### src/rtl/crt_clock_frac_divider.sv
// rtl/crt_clock_frac_divider.sv - fractional pixel-clock generator with enable gating and safe retuning
//
// Generates PixelClock with mean frequency CRTClockFreq from a system clock of
// SystemClockFreq (both in MHz) using a phase accumulator, so non-integer ratios
// are supported. Retuning and stopping happen only at the end of a pixel period.
//
// Ports:
//   Clock            in   system clock
//   Reset            in   synchronous, active-high
//   Enable           in   run request; low stops at the next clean period boundary
//   SystemClockFreq  in   system clock frequency, MHz
//   CRTClockFreq     in   requested pixel clock frequency, MHz
//   PixelClock       out  generated clock (registered), ~50% duty
//   PixelTick        out  one-cycle pulse on the cycle PixelClock goes 0->1
//   Running          out  high while the generator is in RUN
//   ConfigUpdated    out  one-cycle pulse when a new configuration is adopted
//   ConfigError      out  live inputs invalid: Sys==0, Crt==0 or 2*Crt>Sys

module crt_clock_frac_divider #(
    parameter int SystemClockSize = 10
) (
    input  logic                       Clock,
    input  logic                       Reset,
    input  logic                       Enable,
    input  logic [SystemClockSize-1:0] SystemClockFreq,
    input  logic [SystemClockSize-1:0] CRTClockFreq,
    output logic                       PixelClock,
    output logic                       PixelTick,
    output logic                       Running,
    output logic                       ConfigUpdated,
    output logic                       ConfigError
);

    localparam int W = SystemClockSize;

    typedef enum logic {
        IDLE = 1'b0,
        RUN  = 1'b1
    } state_t;

    state_t         state, state_n;
    // One bit wider than the frequencies so the accumulator, the increment and
    // their sum share a width; the top bit stays 0 because acc < act_sys.
    logic [W:0]     acc, acc_n;
    logic [W-1:0]   act_sys, act_sys_n;
    logic [W-1:0]   act_crt, act_crt_n;
    logic           pixel_clock, pixel_clock_n;
    logic           pixel_tick, pixel_tick_n;
    logic           config_updated, config_updated_n;
    logic           config_error;

    logic           valid;
    logic           changed;
    logic [W:0]     sum;
    logic [W:0]     sum_wrapped;
    logic           toggle;

    // 2*Crt <= Sys evaluated at W+1 bits so the doubling cannot overflow
    assign valid = (SystemClockFreq != '0) && (CRTClockFreq != '0) &&
                   ({CRTClockFreq, 1'b0} <= {1'b0, SystemClockFreq});

    assign changed = (SystemClockFreq != act_sys) || (CRTClockFreq != act_crt);

    assign sum         = acc + {act_crt, 1'b0};
    assign sum_wrapped = sum - {1'b0, act_sys};
    assign toggle      = (sum >= {1'b0, act_sys});

    always_comb begin
        state_n          = state;
        acc_n            = acc;
        act_sys_n        = act_sys;
        act_crt_n        = act_crt;
        pixel_clock_n    = pixel_clock;
        pixel_tick_n     = 1'b0;
        config_updated_n = 1'b0;

        case (state)
            IDLE: begin
                pixel_clock_n = 1'b0;
                acc_n         = '0;
                if (Enable && valid) begin
                    act_sys_n        = SystemClockFreq;
                    act_crt_n        = CRTClockFreq;
                    config_updated_n = 1'b1;
                    state_n          = RUN;
                end
            end

            RUN: begin
                if (toggle) begin
                    acc_n         = sum_wrapped;
                    pixel_clock_n = ~pixel_clock;
                    pixel_tick_n  = ~pixel_clock;
                end else begin
                    acc_n = sum;
                end

                // Period boundary: PixelClock falls this cycle, so stopping or
                // retuning here never produces a runt pulse.
                if (toggle && pixel_clock) begin
                    if (!Enable) begin
                        state_n = IDLE;
                        acc_n   = '0;
                    end else if (changed) begin
                        acc_n = '0;
                        if (valid) begin
                            act_sys_n        = SystemClockFreq;
                            act_crt_n        = CRTClockFreq;
                            config_updated_n = 1'b1;
                        end else begin
                            state_n = IDLE;
                        end
                    end
                end
            end

            default: begin
                state_n       = IDLE;
                acc_n         = '0;
                pixel_clock_n = 1'b0;
            end
        endcase
    end

    always_ff @(posedge Clock) begin
        if (Reset) begin
            state          <= IDLE;
            acc            <= '0;
            act_sys        <= '0;
            act_crt        <= '0;
            pixel_clock    <= 1'b0;
            pixel_tick     <= 1'b0;
            config_updated <= 1'b0;
            config_error   <= 1'b0;
        end else begin
            state          <= state_n;
            acc            <= acc_n;
            act_sys        <= act_sys_n;
            act_crt        <= act_crt_n;
            pixel_clock    <= pixel_clock_n;
            pixel_tick     <= pixel_tick_n;
            config_updated <= config_updated_n;
            config_error   <= ~valid;
        end
    end

    assign PixelClock    = pixel_clock;
    assign PixelTick     = pixel_tick;
    assign Running       = (state == RUN);
    assign ConfigUpdated = config_updated;
    assign ConfigError   = config_error;

endmodule

### config.mk
export PLATFORM = sky130hd
export DESIGN_NAME = crt_clock_frac_divider
export DESIGN_NICKNAME = d
export VERILOG_FILES = /design/src/rtl/crt_clock_frac_divider.sv
export SDC_FILE = /design/constraint.sdc
export NUM_CORES = 1
export LEC_CHECK = 0
export ABC_AREA = 1
export ABC_CLOCK_PERIOD_IN_PS = 4000
export CAP_MARGIN = 20
export CELL_PAD_IN_SITES_DETAIL_PLACEMENT = 1
export CELL_PAD_IN_SITES_GLOBAL_PLACEMENT = 1
export CORE_ASPECT_RATIO = 1.75
export CORE_MARGIN = 3
export CORE_UTILIZATION = 41
export CTS_CLUSTER_SIZE = 25
export DETAILED_ROUTE_END_ITERATION = 10
export GPL_TIMING_DRIVEN = 0
export HOLD_SLACK_MARGIN = 0.06
export PLACE_DENSITY = 0.92
export REMOVE_ABC_BUFFERS = 1
export SYNTH_ARGS = -nofsm -noshare
export SYNTH_HDL_FRONTEND = slang
export SYNTH_SLANG_ARGS = --single-unit
### constraint.sdc
create_clock -name Clock -period 4 [get_ports Clock]
set_input_delay 0.8 -clock Clock [delete_from_list [all_inputs] [get_ports Clock]]
set_output_delay 0.8 -clock Clock [all_outputs]
set_load 0.03 [all_outputs]
# Word-level counts from Yosys, hierarchy flattened
# Cells that the tools add are included.
dict set report classes {
  n_addsub 2
  magnitude_cmp 2
  eq_ne 8
  muxes 29
  bitwise_logic 4
  reduce_logical 9
}
# op count
set op_table {}
lappend op_table {{10-bit two-way mux} 10}
lappend op_table {{11-bit two-way mux} 4}
lappend op_table {{10-bit case mux with 2 select lines} 2}
lappend op_table {{11-bit case mux with 2 select lines} 1}
lappend op_table {{10-bit != test} 2}
lappend op_table {{10-bit nonzero test} 2}
lappend op_table {{11-bit adder} 1}
lappend op_table {{11-bit by 10-bit >= comparator with 1-bit output} 1}
lappend op_table {{11-bit by 10-bit <= comparator with 1-bit output} 1}
lappend op_table {{11-bit by 10-bit subtractor with 11-bit output} 1}
lappend op_table {{1-bit two-way mux} 9}
lappend op_table {{2-bit by 1-bit != test with 1-bit output (second input constant)} 4}
lappend op_table {{1-bit case mux with 2 select lines} 3}
lappend op_table {{5-bit AND reduction} 1}
lappend op_table {{1-bit logical AND} 4}
lappend op_table {{2-bit != test (second input constant)} 2}
lappend op_table {{1-bit NOT} 4}
lappend op_table {{3-bit OR reduction} 1}
lappend op_table {{1-bit logical OR} 1}
dict set report word_totals {
  regBits 36
  input_bits 23
  elab_cells 62
}

# Longest topological paths before layout
# Gate-level depths: netlist (run 1).
dict set report logic_depth {
  ltp_word 8
  ltp_mapped 23
  mapped_depth_nobuf 23
}

# Least setup slack after synthesis (run 1)
# No wires, ideal clock.
dict set report synth_path {
  path_type {register to register}
  startpoint {register act_crt[0]}
  endpoint {register act_crt[6]}
  setup_ps 115
  arrival_ps 3134
  t_required_ps 3885
  path_slack_ps 751
  path_stages_with_launch 23
  synth_period_minus_slack_ps 3249
  path_cell_list {dfxtp_1 ha_1 fa_1 a21oi_1 o21bai_1 nand2_1 nand2_1 nand2_1 nand2_1 or2_2 nand2_1 inv_1 ha_1 nand2_1 nor2_1 nand3_1 nand4_1 nand2_1 nand3_4 nand4_4 buf_4 a21oi_1 nor2_1}
}
dict set report synth_between {
  elab_chain_len 5
  word_cells_on_any_way 8
  classes_between {add/sub (1); order compare (1); eq/ne (3); reduce/logical (3)}
}
# element line
set synth_lines {}
lappend synth_lines {{start, declared} 46} ;# logic [W-1:0] act_crt, act_crt_n;
lappend synth_lines {{start signal, assigned} 139} ;# act_crt <= act_crt_n;
lappend synth_lines {{11-bit adder} 64} ;# assign sum = acc + {act_crt, 1'b0};
lappend synth_lines {{11-bit by 10-bit >= comparator with 1-bit output} 66} ;# assign toggle = (sum >= {1'b0, act_sys});
lappend synth_lines {{1-bit logical AND} 100} ;# if (toggle && pixel_clock) begin
lappend synth_lines {{2-bit by 1-bit != test with 1-bit output (no line)} n/a}
lappend synth_lines {{5-bit AND reduction (no line) (*)} n/a}
# Every way passes the cells marked *; elsewhere a longest branch is shown, timed or not.
# A chain may end at the register's enable or synchronous reset.

# Worst setup path in the final report (run 1)
dict set report layout_path {
  startpoint {register act_crt[0]}
  endpoint {register act_crt[3]}
}
# The elaborated chain is that of the path after synthesis.

==> reports/results.tsv, run 1 <==
metric	value	unit
HPWL after DPL	7.81	mm
wire per inst	21.5	um
area share of the largest cell type after synthesis	23.8	%
CTS Root Cell	clkbuf_16	
worst-path maximum fanout	6	
largest vdd supply drop	0.313	mV
ports placed on the boundary	28	
pin count of the biggest net entering global routing	30	
Initial Util	43.1	%
Die Width	70.9	um
Gate Count Post-Synth	485	
number of antenna violations at the first check in global routing	0	
number of synthesis warnings	0	
Placed Instances	586	
Die Area	0.00848	mm^2
Slew headroom	32.9	%
Area growth, synth to finish	24.3	%
final global-route overflow total	0	
overall die height	120	um
floorplan row count	40	
final layout net count	574	
Worst Max-Slew Pin Slew	1.00	ns
register-to-register setup slack	0.12	ns
core region area	0.00701	mm^2
Reg-to-Reg End	act_crt[3]	
Max stage delay on crit path	0.37	ns
clock period minus worst slack	3.88	ns
remaining antenna violation count after routing	0	
weighted congestion reported at the end of routability-driven placement	0.905	
Inserted Diodes	0	
Yosys top cell by area	dfxtp_1	
wire length of the first global-routing pass	18.1	mm
sequential cell area fraction in the yosys report	23.8	%
outcome	finished clean	
clock latency reported for the late side of the worst-skew pair	0.30	ns
number of distinct library cells after synthesis	33	
crit end category	register	
TritonCTS clock tree	yes	
final instance count without filler cells	606	
number of global-route vias before repair	3782	
clock-pin slew on the worst setup and hold paths	0.07	ns
count of endpoints failing hold in the final timing report	0	
max-cap check violation count	0	
type of origin of the critical path	register	
synthesized area	0.00302	mm^2
Routed WL	13.0	mm
reg-to-reg startpoint	act_crt[0]	
most numerous cell on the critical path	nand2_1	
fin crit share	97.0	%
final setup vio count	0	
fraction of final layout cells with drive strength greater than 1	8.43	%
number of DRC violations after detailed routing	0	
Synth Area per Inst	6.23	um^2
total power draw	1.80	mW
leak pwr	1.97	nW
highest clock rate	258	MHz
DRC violation total after the first TritonRoute iteration	266	
type of the tightest min-delay check	register to register	
power density of the placed cells	479	mW/mm^2
drt pass-1 iters	5	
CP arrival	4.10	ns
CP cell instances	ha_2 > fa_2 > a21oi_2 > o21bai_2 > nand2_1 > nand2_1 > nand2_1 > nand2_1 > or2_2 > nand2_1 > inv_1 > ha_1 > nand2_1 > nor2_1 > nand4_1 > o21ai_1 > inv_1 > nand3_4 > buf_4 > nand4_4 > nand3_1 > nand2_1 > nor2_1	
Sinks on Clock Net	36	
largest clock skew in the final design	0.0122	ns
final hold slack	0.566	ns
number of filler instances in the final layout	950	
worst hold start	acc[0]	
Avg Vias per Cell	5.90	
total of flip-flops plus latches after synthesis	36	
PortBufs	27	
Inserted Clock Buffers	5	
R2R depth	23	
all-layer global routing usage	27.2	%
level count of the clock H-tree	2	
cell depth of the worst min-delay path	4	
detailed-route via count	3577	
required time of the critical path	4.22	ns
crit path kind	register to register	
sum of negative setup slack	0	ns
synth top area cells	dfxtp_1 (24%), nand2_1 (18%), ha_1 (12%), inv_1 (9.6%), a21oi_1 (6.6%)	
pins over their slew limit	0	
endpoint with the worst hold slack	acc[0]	
master of the slowest instance on the critical path	fa_2	
Clock Tree Buf Depth	2	
worst max path at each step:
stage / endpoint / slack (ns) / depth (start not counted) / startpoint
final: act_crt[3] / 0.12 / 23 / act_crt[0]
after global routing: act_crt[3] / -0.10 / 23 / act_crt[0]
after CTS: acc[9] / 0.01 / 23 / act_crt[0]
after detailed placement: act_sys[0] / -0.21 / 21 / act_crt[0]
after global placement: act_crt[5] / -0.05 / 21 / act_crt[0]
after floorplan: act_crt[0] / 0.53 / 21 / act_crt[0]
sequential cells by signal, summed over array words and instances, names as in the netlist:
signal	count
acc	11
act_crt	10
act_sys	10
ConfigError	1
ConfigUpdated	1
PixelClock	1
PixelTick	1
Running	1
kinds of logic after synthesis:
kind of cell             Yosys count  share of synthesized area [%]
XOR/XNOR                          18                           5.22
buffers and inverters             91                           12.3
AO/OA/AOI/OAI                     59                           10.3
flip-flops                        36                           23.8
adder cells (fa/ha/maj)           30                           12.9
AND/OR/NAND/NOR                  251                           35.5
worst max-delay path: cells and delay by family, from the launching register on:
kind / cells / cell delay, ns
AOI/OAI and AO/OA: 3 / 0.45
adders and majority gates: 3 / 0.94
buffers and inverters: 3 / 0.33
DFF: 1 / 0.36
and+or+nand+nor: 14 / 1.72
layout by cell type, fill, tap and decap left out, types with 2 or more instances in the layout:
cell type        instances
nor3_1                   4
a21oi_2                  5
nand4_1                  7
nand2_1                143
nand2_2                  4
inv_1                   77
nand3_1                 33
ha_1                    27
o21ai_0                 10
buf_4                    2
a21oi_1                 35
a31oi_1                  2
nand4_4                  7
clkinv_2                 2
or2_2                    2
clkdlybuf4s50_1         27
o21ai_1                  2
nor2_1                  48
xor2_1                  12
buf_12                   2
o211ai_1                 2
nor2_2                   4
clkbuf_16                5
xnor2_1                  6
dfxtp_1                 36
inv_2                    2
power breakdown:
part	switching [mW]	internal (mW)
clock network	0.184	0.294
logic	0.572	0.336
registers	0.0293	0.387
total	0.785	1.02
layout make-up:
| cell class | instances | area, um^2 | share of cell area, % |
|---|---|---|---|
| tap | 84 | 105 | 2.80 |
| clock inverter | 2 | 35.0 | 0.932 |
| inverter | 80 | 302 | 8.02 |
| multi-input combinational | 366 | 2110 | 56.3 |
| clock buffer | 6 | 129 | 3.43 |
| timing repair buffer | 32 | 353 | 9.39 |
| sequential | 36 | 721 | 19.2 |
repair_timing:
item                                    4_1_cts  5_1_grt
resized for setup                             4       13
pin swaps                                     2        2
endpoints found under the setup margin       23       34
endpoints found under the hold margin         0        0
hold buffers                                  0        0
cloned                                        3        5
setup buffers                                 0        4
stage by stage:
step	setup slack (ns)	utilization [%]	instance area, um^2
after global routing	-0.105	53.6	3760
after floorplan	0.530	-	2950
final	0.119	53.6	3760
after CTS	0.0128	51.2	3580
after global placement	-0.0550	47.5	3330
after detailed placement	-0.213	47.9	3360
cells in the mapped netlist:
| cell | count |
|---|---|
| nand3_4 | 1 |
| xor2_1 | 12 |
| o21ai_0 | 10 |
| nand3b_1 | 1 |
| nor4_1 | 1 |
| nand2_2 | 3 |
| a21oi_1 | 40 |
| clkbuf_1 | 2 |
| fa_1 | 2 |
| buf_6 | 2 |
| nor2_1 | 49 |
| dfxtp_1 | 36 |
| nand4_4 | 1 |
| nor2_2 | 3 |
| ha_1 | 28 |
| inv_1 | 77 |
| a31oi_1 | 2 |
| buf_4 | 2 |
| a21o_1 | 1 |
| or2_2 | 2 |
| buf_2 | 5 |
| o21ai_1 | 2 |
| nand3_1 | 33 |
| nand2_1 | 144 |
| inv_2 | 2 |
| or2_0 | 1 |
| xnor2_1 | 6 |
| nand4_1 | 7 |
| clkinv_1 | 1 |
| nor3_1 | 4 |
| nor2_4 | 1 |
| o211ai_1 | 2 |
| o21bai_1 | 2 |
metal layers:
metal / part of all wire (%) / GRT usage (%) / vias up
li1: - / - / 1626
met1: 34 / 26.4 / 1715
met2: 53 / 51.5 / 149
met3: 4.5 / 3.35 / 87
met4: 8.5 / 18.1 / 0
met5: 0 / 0 / -
(Power assumes the default switching activity.)
==> inputs of run 2 (changes only) <==
- CAP_MARGIN: 20 -> not set
- PLACE_DENSITY: 0.92 -> 0.82
==> reports/results.tsv, run 2 (synthesis results as in run 1) <==
metric	value	unit
outcome	finished clean	
number of DRC violations after detailed routing	0	
all-layer global routing usage	24.9	%
highest clock rate	265	MHz
Post-Place Worst Slack	-0.268	ns
fin util	52.4	%
R2R depth	22	
cell depth of the worst min-delay path	4	
Reg-to-Reg End	act_crt[3]	
clock period minus worst slack	3.77	ns
required time of the critical path	4.18	ns
minimum setup slack in the final design	0.227	ns
level count of the clock H-tree	2	
crit end category	register	
number of global-route vias before repair	3500	
Initial Util	43.1	%
drt pass-1 iters	4	
DRC violation total after the first TritonRoute iteration	173	
CTS Root Cell	clkbuf_16	
floorplan row count	40	
Area growth, synth to finish	21.4	%
leading cell type in the layout, fill and taps excluded	nand2_1	
fraction of final layout cells with drive strength greater than 1	7.50	%
worst-path maximum fanout	5	
Inserted Clock Buffers	5	
leak pwr	1.94	nW
fin crit share	94.3	%
largest vdd supply drop	0.307	mV
pin count of the biggest net entering global routing	41	
remaining antenna violation count after routing	0	
largest clock skew in the final design	0.00585	ns
reg-to-reg startpoint	act_crt[0]	
overall die height	120	um
register-to-register setup slack	0.23	ns
pins over their slew limit	0	
Inserted Diodes	0	
PortBufs	27	
ports placed on the boundary	28	
type of origin of the critical path	register	
max-cap check violation count	0	
Avg Vias per Cell	5.50	
wire length of the first global-routing pass	16.7	mm
Slew headroom	46.7	%
number of antenna violations at the first check in global routing	0	
endpoint with the worst hold slack	acc[0]	
final setup vio count	0	
top library cells by usage in the layout, fill and taps aside	nand2_1 (142), inv_1 (77), nor2_1 (49)	
Die Width	70.9	um
HPWL after DPL	7.39	mm
Die Area	0.00848	mm^2
weighted congestion reported at the end of routability-driven placement	0.802	
register with the most flip-flops	acc	
total power draw	1.66	mW
type of the tightest min-delay check	register to register	
Sinks on Clock Net	36	
clock-pin slew on the worst setup and hold paths	0.06	ns
power density of the placed cells	451	mW/mm^2
CP arrival	3.96	ns
CTS Hold Bufs	0	
Routed WL	10.6	mm
crit path kind	register to register	
Clock Tree Buf Depth	2	
Worst Max-Slew Pin Slew	0.797	ns
final global-route overflow total	0	
TritonCTS clock tree	yes	
final layout net count	572	
max FFs per register	11	
core region area	0.00701	mm^2
detailed-route via count	3325	
clock latency reported for the late side of the worst-skew pair	0.29	ns
wire per inst	17.5	um
worst hold start	acc[0]	
registers with the highest flip-flop counts	acc (11), act_crt (10), act_sys (10)	
count of endpoints failing hold in the final timing report	0	
[run 2: cell types whose count changed in the layout (fill, tap and decap cells not counted), sizes merged]
cell | previous run | this run
bufinv | 1 | 0
nand4 | 15 | 13
clkinvlp | 0 | 2
clkbuf | 6 | 5
[run 2: worst max path at each step]
| stage | from | to | slack (ns) | cells after the start |
|---|---|---|---|---|
| global placement | act_crt[0] | act_crt[5] | -0.11 | 21 |
| global route | act_crt[0] | acc[10] | -0.08 | 24 |
| floorplan | act_crt[0] | act_crt[0] | 0.53 | 21 |
| detailed placement | act_crt[0] | act_crt[4] | -0.27 | 21 |
| finish | act_crt[0] | act_crt[3] | 0.23 | 22 |
| CTS | act_crt[0] | act_sys[3] | 0.006 | 22 |
[run 2: where the power goes]
part	switching, mW	internal [mW]
clock network	0.175	0.232
registers	0.0248	0.387
logic	0.500	0.336
total	0.700	0.956
[run 2: critical path: stages (launching register included)]
cell and delay, ns:
dfxtp_1 0.36, ha_2 0.23, fa_1 0.43, a21oi_2 0.20
o21bai_2 0.12, nand2_1 0.08, nand2_1 0.05, nand2_1 0.05
nand2_1 0.06, or2_2 0.27, nand2_1 0.07, inv_1 0.04
ha_1 0.34, nand2_1 0.10, nor2_1 0.15, nand3_1 0.10
nand4_1 0.14, nand2_2 0.11, nand3_4 0.12, buf_4 0.19
nand4_4 0.17, a21oi_1 0.21, nor2_1 0.07
[run 2: cell type report]
| cell class | instances | area [um^2] |
|---|---|---|
| Fill cell | 962 | 3340 |
| Multi-Input combinational cell | 364 | 2060 |
| Sequential cell | 36 | 721 |
| Timing Repair Buffer | 32 | 333 |
| Inverter | 80 | 304 |
| Clock buffer | 5 | 125 |
| Tap cell | 84 | 105 |
| Clock inverter | 3 | 23.8 |
[run 2: repair_timing]
action                                  CTS  global route
setup buffers                             0             5
endpoints found under the setup margin   22            34
pin swaps                                 2             3
gates cloned                              3             3
resized for setup                         5             8
[run 2: metrics by stage]
step | hold slack (ns) | instance area [um^2] | TNS (ns) | cells
finish | 0.558 | 3670 | 0 | 604
global route | 0.605 | 3670 | -1.27 | 604
CTS | 0.570 | 3550 | 0 | 596
detailed placement | 0.546 | 3330 | -4.96 | 585
global placement | 0.526 | 3330 | -1.82 | 585
floorplan | 0.475 | 2950 | 0 | 474
[run 2: metal layers]
layer  up-vias  track usage (%)  share of wire [%]
met5         -                0                  0
met3        34             3.69                2.6
met2        63             48.0                 56
li1       1619                -                  -
met1      1609             24.9                 37
met4         0             12.6                4.7
